--- src/rtl/pc_seq_pkg.sv ---
// Shared definitions for the PC sequencer: state encoding, default vectors
// and the alignment helper used to qualify redirect targets.
package pc_seq_pkg;

    localparam logic [1:0] ST_BOOT   = 2'd0;
    localparam logic [1:0] ST_RUN    = 2'd1;
    localparam logic [1:0] ST_HALTED = 2'd2;

    localparam logic [63:0] DEF_RESET_VECTOR = 64'h0;
    localparam logic [63:0] DEF_TRAP_VECTOR  = 64'h100;

    typedef enum logic [1:0] {
        S_BOOT   = ST_BOOT,
        S_RUN    = ST_RUN,
        S_HALTED = ST_HALTED
    } seq_state_e;

    // True when addr is a multiple of inc_bytes (inc_bytes is a power of two).
    function automatic logic is_aligned(input logic [63:0] addr, input int unsigned inc_bytes);
        logic [63:0] mask;
        mask = 64'(inc_bytes) - 64'd1;
        return (addr & mask) == 64'd0;
    endfunction

endpackage

--- src/rtl/pc_incrementer.sv ---
// Sequential next-PC adder: pc + INC_BYTES, wrapping modulo 2^XLEN.
module pc_incrementer #(
    parameter int          XLEN      = 64,
    parameter int unsigned INC_BYTES = 4
) (
    input  logic [XLEN-1:0] i_pc,
    output logic [XLEN-1:0] o_pc_plus_inc
);

    assign o_pc_plus_inc = i_pc + XLEN'(INC_BYTES);

endmodule

--- src/rtl/pc_sequencer.sv ---
// Front-of-fetch program counter with stall, redirect, trap and halt/resume.
// Misaligned redirect targets are vectored to TRAP_VECTOR with a one-cycle
// misalign_trap pulse. Optional retired-instruction counter: PC_SEQ_INSTRET_EN.
module pc_sequencer
    import pc_seq_pkg::*;
#(
    parameter int              XLEN         = 64,
    parameter logic [XLEN-1:0] RESET_VECTOR = XLEN'(DEF_RESET_VECTOR),
    parameter logic [XLEN-1:0] TRAP_VECTOR  = XLEN'(DEF_TRAP_VECTOR),
    parameter int unsigned     INC_BYTES    = 4
`ifdef PC_SEQ_INSTRET_EN
    ,
    parameter int              CNT_W        = 64
`endif
) (
    input  logic            clk,
    input  logic            rst,
    input  logic            stall,
    input  logic            redirect_valid,
    input  logic [XLEN-1:0] redirect_target,
    input  logic            trap_req,
    input  logic            halt,
    input  logic            resume,
    output logic [XLEN-1:0] pc,
    output logic [XLEN-1:0] pc_plus_inc,
    output logic            fetch_valid,
    output logic            misalign_trap,
    output logic [XLEN-1:0] epc,
    output logic [1:0]      state_o
`ifdef PC_SEQ_INSTRET_EN
    ,
    output logic [CNT_W-1:0] instret
`endif
);

    logic [XLEN-1:0] r_pc;
    logic [XLEN-1:0] r_epc;
    logic            r_misalign;
    logic            r_fetch_valid;
    seq_state_e      r_state;

    logic [XLEN-1:0] w_pc_plus_inc;
    logic            w_target_aligned;

    pc_incrementer #(
        .XLEN      (XLEN),
        .INC_BYTES (INC_BYTES)
    ) u_inc (
        .i_pc          (r_pc),
        .o_pc_plus_inc (w_pc_plus_inc)
    );

    assign w_target_aligned = is_aligned(64'(redirect_target), INC_BYTES);

    assign pc            = r_pc;
    assign pc_plus_inc   = w_pc_plus_inc;
    assign fetch_valid   = r_fetch_valid;
    assign misalign_trap = r_misalign;
    assign epc           = r_epc;
    assign state_o       = r_state;

    // Sequencer FSM: BOOT for one cycle, then RUN with the fixed-priority
    // next-PC mux, HALTED freezes the PC until resume or a trap.
    always_ff @(posedge clk or negedge rst) begin
        if (!rst) begin
            r_pc          <= RESET_VECTOR;
            r_epc         <= '0;
            r_misalign    <= 1'b0;
            r_fetch_valid <= 1'b0;
            r_state       <= S_BOOT;
        end else begin
            r_misalign <= 1'b0;
            case (r_state)
                S_BOOT: begin
                    r_pc          <= RESET_VECTOR;
                    r_state       <= S_RUN;
                    r_fetch_valid <= 1'b1;
                end
                S_RUN: begin
                    if (trap_req) begin
                        r_pc  <= TRAP_VECTOR;
                        r_epc <= r_pc;
                    end else if (redirect_valid && !w_target_aligned) begin
                        r_pc       <= TRAP_VECTOR;
                        r_epc      <= redirect_target;
                        r_misalign <= 1'b1;
                    end else if (redirect_valid) begin
                        r_pc <= redirect_target;
                    end else if (halt && !resume) begin
                        // A simultaneous resume cancels the halt; the cycle
                        // then proceeds as an ordinary stall/increment.
                        r_state       <= S_HALTED;
                        r_fetch_valid <= 1'b0;
                    end else if (!stall) begin
                        r_pc <= w_pc_plus_inc;
                    end
                end
                S_HALTED: begin
                    if (trap_req) begin
                        r_pc          <= TRAP_VECTOR;
                        r_epc         <= r_pc;
                        r_state       <= S_RUN;
                        r_fetch_valid <= 1'b1;
                    end else if (resume) begin
                        r_state       <= S_RUN;
                        r_fetch_valid <= 1'b1;
                    end
                end
                default: begin
                    r_pc          <= RESET_VECTOR;
                    r_state       <= S_BOOT;
                    r_fetch_valid <= 1'b0;
                end
            endcase
        end
    end

`ifdef PC_SEQ_INSTRET_EN
    logic [CNT_W-1:0] r_instret;
    assign instret = r_instret;

    // Count every RUN fetch that is neither stalled, trapped nor misaligned.
    always_ff @(posedge clk or negedge rst) begin
        if (!rst) begin
            r_instret <= '0;
        end else if (r_state == S_RUN && r_fetch_valid && !stall && !trap_req &&
                     !(redirect_valid && !w_target_aligned)) begin
            r_instret <= r_instret + CNT_W'(1);
        end
    end
`endif

endmodule

--- config.mk ---
export PLATFORM = sky130hd
export DESIGN_NAME = pc_sequencer
export DESIGN_NICKNAME = d
export VERILOG_FILES = /design/src/rtl/pc_seq_pkg.sv /design/src/rtl/pc_incrementer.sv /design/src/rtl/pc_sequencer.sv
export SDC_FILE = /design/constraint.sdc
export NUM_CORES = 1
export LEC_CHECK = 0
export BUFFER_PORTS_ARGS = -buffer_cell sky130_fd_sc_hd__clkbuf_2
export CAP_MARGIN = 20
export CELL_PAD_IN_SITES_DETAIL_PLACEMENT = 0
export CELL_PAD_IN_SITES_GLOBAL_PLACEMENT = 2
export CORE_MARGIN = 2
export CORE_UTILIZATION = 27
export CTS_CLUSTER_DIAMETER = 40
export DETAILED_ROUTE_END_ITERATION = 12
export GPL_ROUTABILITY_DRIVEN = 0
export PLACE_DENSITY_LB_ADDON = 0.1
export SLEW_MARGIN = 30
export SYNTH_ARGS = -nofsm -noshare
export SYNTH_HDL_FRONTEND = slang
export SYNTH_SLANG_ARGS = --single-unit
--- constraint.sdc ---
create_clock -name clk -period 2.4 [get_ports clk]
set_input_delay 0.36 -clock clk [delete_from_list [all_inputs] [get_ports clk]]
set_output_delay 0.36 -clock clk [all_outputs]
set_load 0.05 [all_outputs]
Yosys cells after proc, flatten, opt, wreduce, memory -nomap -nowiden
Index checks and enable logic that the tools add are counted.
{ "word_totals": {"regBits": 132, "elab_cells": 55, "out_inout_bits": 196} }
{ "classes": {"n_mux": 28, "addsub": 1, "reduce_logical": 10, "n_eq_ne": 11} }
{ "ops": {"columns": ["operator", "count"], "rows": [
  ["64-bit two-way mux", 9],
  ["64-bit one-hot mux with 2 select lines", 2],
  ["64-bit by 3-bit adder with 64-bit output, second input constant", 1],
  ["64-bit zero test", 1],
  ["2-bit two-way mux", 6],
  ["2-bit != test, second input constant", 5],
  ["5-bit != test, second input constant", 2],
  ["1-bit two-way mux", 9],
  ["3-bit != test, second input constant", 2],
  ["2-bit one-hot mux with 3 select lines", 1],
  ["3-bit AND reduction", 2],
  ["5-bit AND reduction", 1],
  ["1-bit one-hot mux with 3 select lines", 1],
  ["2-bit by 1-bit == test with 1-bit output, second input constant", 1],
  ["2-bit == test, second input constant", 1],
  ["1-bit logical AND", 2],
  ["1-bit zero test", 2],
  ["2-bit zero test", 1],
  ["2-bit nonzero test", 1]
]} }

Longest topological paths before layout
{ "depth": {"ltp_word": 7, "ltp_mapped": 11, "ltp_nobuf": 8} }

Cells and area by module
A second synthesis with hierarchy kept.
{ "hier_totals": {"cells_unflattened": 742, "hier_area_um2": 7578.5} }
{ "by_module_without_submodules": {"columns": ["mod", "cells_each", "area_each_um2", "seq_area_each_um2", "n_inst"], "rows": [
  ["pc_sequencer", 537, 6213.5, 3278.1, 1],
  ["pc_incrementer", 205, 1365.1, 0.0, 1]
]} }

Worst setup path before layout
No wires, ideal clock.
{ "synth_path": {"path_kind": "register to output", "from": "register r_pc[2], in the netlist pc[2]", "to": "output pc_plus_inc[56]", "path_buffers": 0, "required_time_ps": 2040, "setup_slack_ps": -992, "t_arrival_ps": 3032, "stages_incl_launch_ff": 8, "cell_sequence": "dfrtp_1 > ha_1 > and3_1 > nand3_1 > or3_4 > nor3_1 > nand3_1 > xnor2_1"} }
{ "synth_via": {"elab_chain_len": 1} }
{ "synth_rtl": {"columns": ["element", "line", "rtl"], "rows": [
  ["from (decl)", "pc_sequencer.sv:36", "logic [XLEN-1:0] r_pc;"],
  ["from (signal assigned)", "pc_sequencer.sv:88", "r_pc <= redirect_target;"],
  ["from (signal assigned)", "pc_sequencer.sv:95", "r_pc <= w_pc_plus_inc;"],
  ["64-bit by 3-bit adder with 64-bit output", "pc_incrementer.sv:10", "assign o_pc_plus_inc = i_pc + XLEN'(INC_BYTES);"],
  ["to (decl)", "pc_sequencer.sv:25", "output logic [XLEN-1:0] pc_plus_inc,"]
]} }
Every way passes these cells.

Worst setup path in the final report
{ "layout_path": {"from": "register r_pc[5], in the netlist pc[5]", "to": "output pc_plus_inc[58]"} }
The elaborated chain is that of the path after synthesis.

==> out/qor.txt <==
Outcome = finished with violations
Failing checks = setup timing
Origin of the worst setup path = pc[5]
Share of cells above drive strength 1 = 54.8%
CTS clk-pin slew, worst paths = 0.06 ns
Headroom to the max-slew limit = 57.0%
Distinct cell type count after synthesis = 59
Final Max Slew Viols = 0
Placed insts = 1583
Combinational share of power = 48.8%
First-pass GRT wire length = 51000 um
Maxcap violations = 0
# nets final = 1377
CP Capture Type = output port
Synth-to-Final Area Change = 77.8%
Slowest CP cell = dfrtp_2
Worst-margin pin slew = 0.640 ns
Flop pwr share = 27.6%
Sw Share = 48.6%
Final Non-Filler Cells = 1698
DR DRC count = 0
Register bit total from synthesis = 132
FF-to-FF setup slack = 0.03 ns
Drt pass-1 iters = 5
Synthesized instance count = 873
Worst Setup EP = pc_plus_inc[58]
DIE HEIGHT = 175 um
R2r endpoint = pc[61]
Setup Viol. Count Final = 51
Vias in the first global route = 8420
Pwr dens = 843 nW/um^2
Mean Syn Cell Area = 9.04 um^2
Hold WC Path Type = input pin to flop
Top layer in use = met4
CTS sink cnt = 132
Worst r2r src = pc[5]
Largest stage delay on the critical path = 0.35 ns
Post-DP Area = 11700 um^2
I/O pins = 267
Met2 routed WL = 15400 um
Fmax = 0.354 GHz
Routed Wire Length = 33000 um
Yosys top cell area share = 41.8%
# rows = 62
Final worst setup slack = -0.426 ns
Arr. time, crit path = 2.47 ns
GRT Total Usage = 21.6%
WP data required = 2.04 ns
GRT overflow = 0
Async SR Flop Fraction = 100%
Multi-input gate area = 5590 um^2
Endpoints failing hold = 0
Synth Cell Area = 7890 um^2
Diode count = 0
P_leak = 6.70 nW
Number of flops mapped to enable cells by yosys = 0
Clock skew = 0.0184 ns
Sequential Area = 3360 um^2
Synth area leaders = dfrtp_1 (42%), mux2i_1 (9.3%), nor2_1 (4.9%), a21oi_1 (4.6%), o21ai_0 (4.0%)
Die Width = 175 um
Post-synth top area cell = dfrtp_1
Crit Path Class = flop to output port
Design area = 14000 um^2
Sequential area share after synthesis = 41.8%
DR iter-0 viols = 449
Post-route antenna net violation count = 0
Crit path max fanout = 7
FILL cells = 2796
Root Buffer = clkbuf_16
Number of I/O port buffers = 266
Kind of cell adding the most delay to the critical path = simple AND/OR/NAND/NOR gates
VDD IR-drop max = 749 uV
Met3 WL post-DR = 1480 um
Psw = 5.75 mW
Int Power = 6.08 mW
Period minus WS final = 2.83 ns
Initial antenna violation count = 0
Largest net degree at the start of global routing = 69
Clk network pwr share = 23.6%
HPWL Detailed = 23700 um
Initial core utilization = 27.4%
Vias/cell = 4.87
Clock Latency Late Sink = 0.43 ns
Core ar. = 28800 um^2
Synth warn = 0
R2R depth = 12
# H-tree levels = 4
Total Power = 11.8 mW
Final Cycle Share = 118%
Vias post-DR = 8267
Startpoint Class = flop
Wl on met1 = 15600 um
WL per Instance = 19.4 um
Maximum root-to-sink buffer count = 2
DIE AREA = 30600 um^2
Buf+Inv Stages, Crit Path = 3
Unrepaired setup endpoints after global routing = yes
WP depth = 8
CP Cell Sequence = and4_4 -> buf_6 -> nand4_4 -> nor4_4 -> buf_6 -> nand4_1 -> xnor2_4 -> buf_12
CTS tree = yes
Syn nets = 949
Top FF cell, synth = dfrtp_1
Number of CTS-inserted buffers = 17
CP most frequent cell = buf_6
registers in the layout, summed over array words and instances (netlist names):
register / count
epc: 64
state_o: 2
misalign_trap: 1
fetch_valid: 1
pc: 64
layout by cell type, fill, tap and decap left out, types with 5 or more instances in the layout:
master	n
a21oi_1	73
o21ai_0	60
and4_4	7
clkbuf_16	19
buf_4	151
a32o_1	8
buf_6	45
nor4_4	7
inv_2	8
a31o_2	7
mux2i_1	73
a22oi_1	15
xnor2_2	6
xnor2_4	24
nand4_1	22
xor2_2	12
and3_4	14
dfrtp_2	49
o311ai_0	8
nand2_2	6
clkbuf_2	211
a31oi_1	5
nand3_4	11
buf_12	35
nand2_1	52
nor3_4	7
buf_8	29
and3_1	13
nor3_1	8
nand3_1	17
and2_1	7
nor2_1	92
inv_1	7
dfrtp_1	83
nor2_4	9
xor2_4	10
power by group through the flow:
stage | sequential [mW] | clock (mW) | combinational, mW
after floorplan | 5.60 | 0 | 1.67
after global placement | 3.30 | 0 | 5.62
after detailed placement | 3.29 | 0 | 5.66
after CTS | 3.27 | 2.87 | 5.77
after global routing | 3.36 | 2.98 | 6.13
final | 3.26 | 2.80 | 5.77
how the worst min path moves through the flow:
| stage | endpoint | startpoint | cells after the start |
|---|---|---|---|
| 2_1_floorplan | epc[0] | rst | 0 |
| 3_3_place_gp | epc[15] | rst | 1 |
| 3_5_place_dp | epc[15] | rst | 1 |
| 4_1_cts | pc[63] | redirect_target[63] | 3 |
| 5_1_grt | pc[38] | redirect_target[38] | 3 |
| 6_report | pc[53] | redirect_target[53] | 3 |
Yosys cell counts, drive strengths merged, types with 25 or more instances:
master	number
nand4	25
mux2i	73
nand3	32
buf	26
o21ai	64
xor2	25
dfrtp	132
clkbuf	43
nand2	64
a21oi	73
and3	28
xnor2	34
nor2	104
layout make-up:
type / count / area share [%]
Clock buffer: 19 / 3.09
Clock inverter: 13 / 1.24
Inverter: 15 / 0.401
Multi-Input combinational cell: 657 / 39.8
Sequential cell: 132 / 24.0
Tap cell: 384 / 3.42
Timing Repair Buffer: 478 / 28.0
worst reg2reg max path, cell delays in order (launching register included):
cell	delay, ns
dfrtp_2	0.35
and4_4	0.25
buf_6	0.10
nand4_4	0.11
buf_6	0.17
buf_8	0.12
nor3_4	0.18
buf_6	0.13
nand3_4	0.09
buf_6	0.15
buf_6	0.10
or4_1	0.45
nand3_1	0.09
metrics by stage:
step	worst slack (ns)	utilization [%]	hold WS, ns	setup TNS [ns]
finish	-0.426	48.8	0.181	-13.00
global route	-0.539	48.8	0.170	-18.41
CTS	-0.428	46.8	0.160	-13.67
detailed placement	-0.0799	40.6	0.328	-0.237
global placement	-0.0620	40.6	0.324	-0.158
floorplan	-0.372	-	0.0644	-5.83
metal layers:
| metal | GRT usage, % | up-vias |
|---|---|---|
| met4 | 4.79 | 0 |
| met5 | 0 | - |
| met3 | 4.31 | 22 |
| li1 | - | 3997 |
| met2 | 34.1 | 194 |
| met1 | 30.6 | 4054 |
logic make-up after synthesis:
| group | Yosys count | synth area share, % |
|---|---|---|
| buf+inv | 84 | 4.50 |
| mux | 73 | 9.26 |
| simple gates | 313 | 20.8 |
| flops | 132 | 41.8 |
| xor+xnor | 59 | 6.64 |
| compound gates | 207 | 16.1 |
| fa+ha+maj | 5 | 0.793 |
timing repair:
item / in CTS / in global routing
pin swaps: 52 / 57
setup endpoints to repair: 51 / 93
hold endpoints to repair: 38 / 0
hold buffers: 1 / 0
setup buffers: 54 / 39
gates resized for setup: 177 / 93
Power figures use the tool's default switching activity.
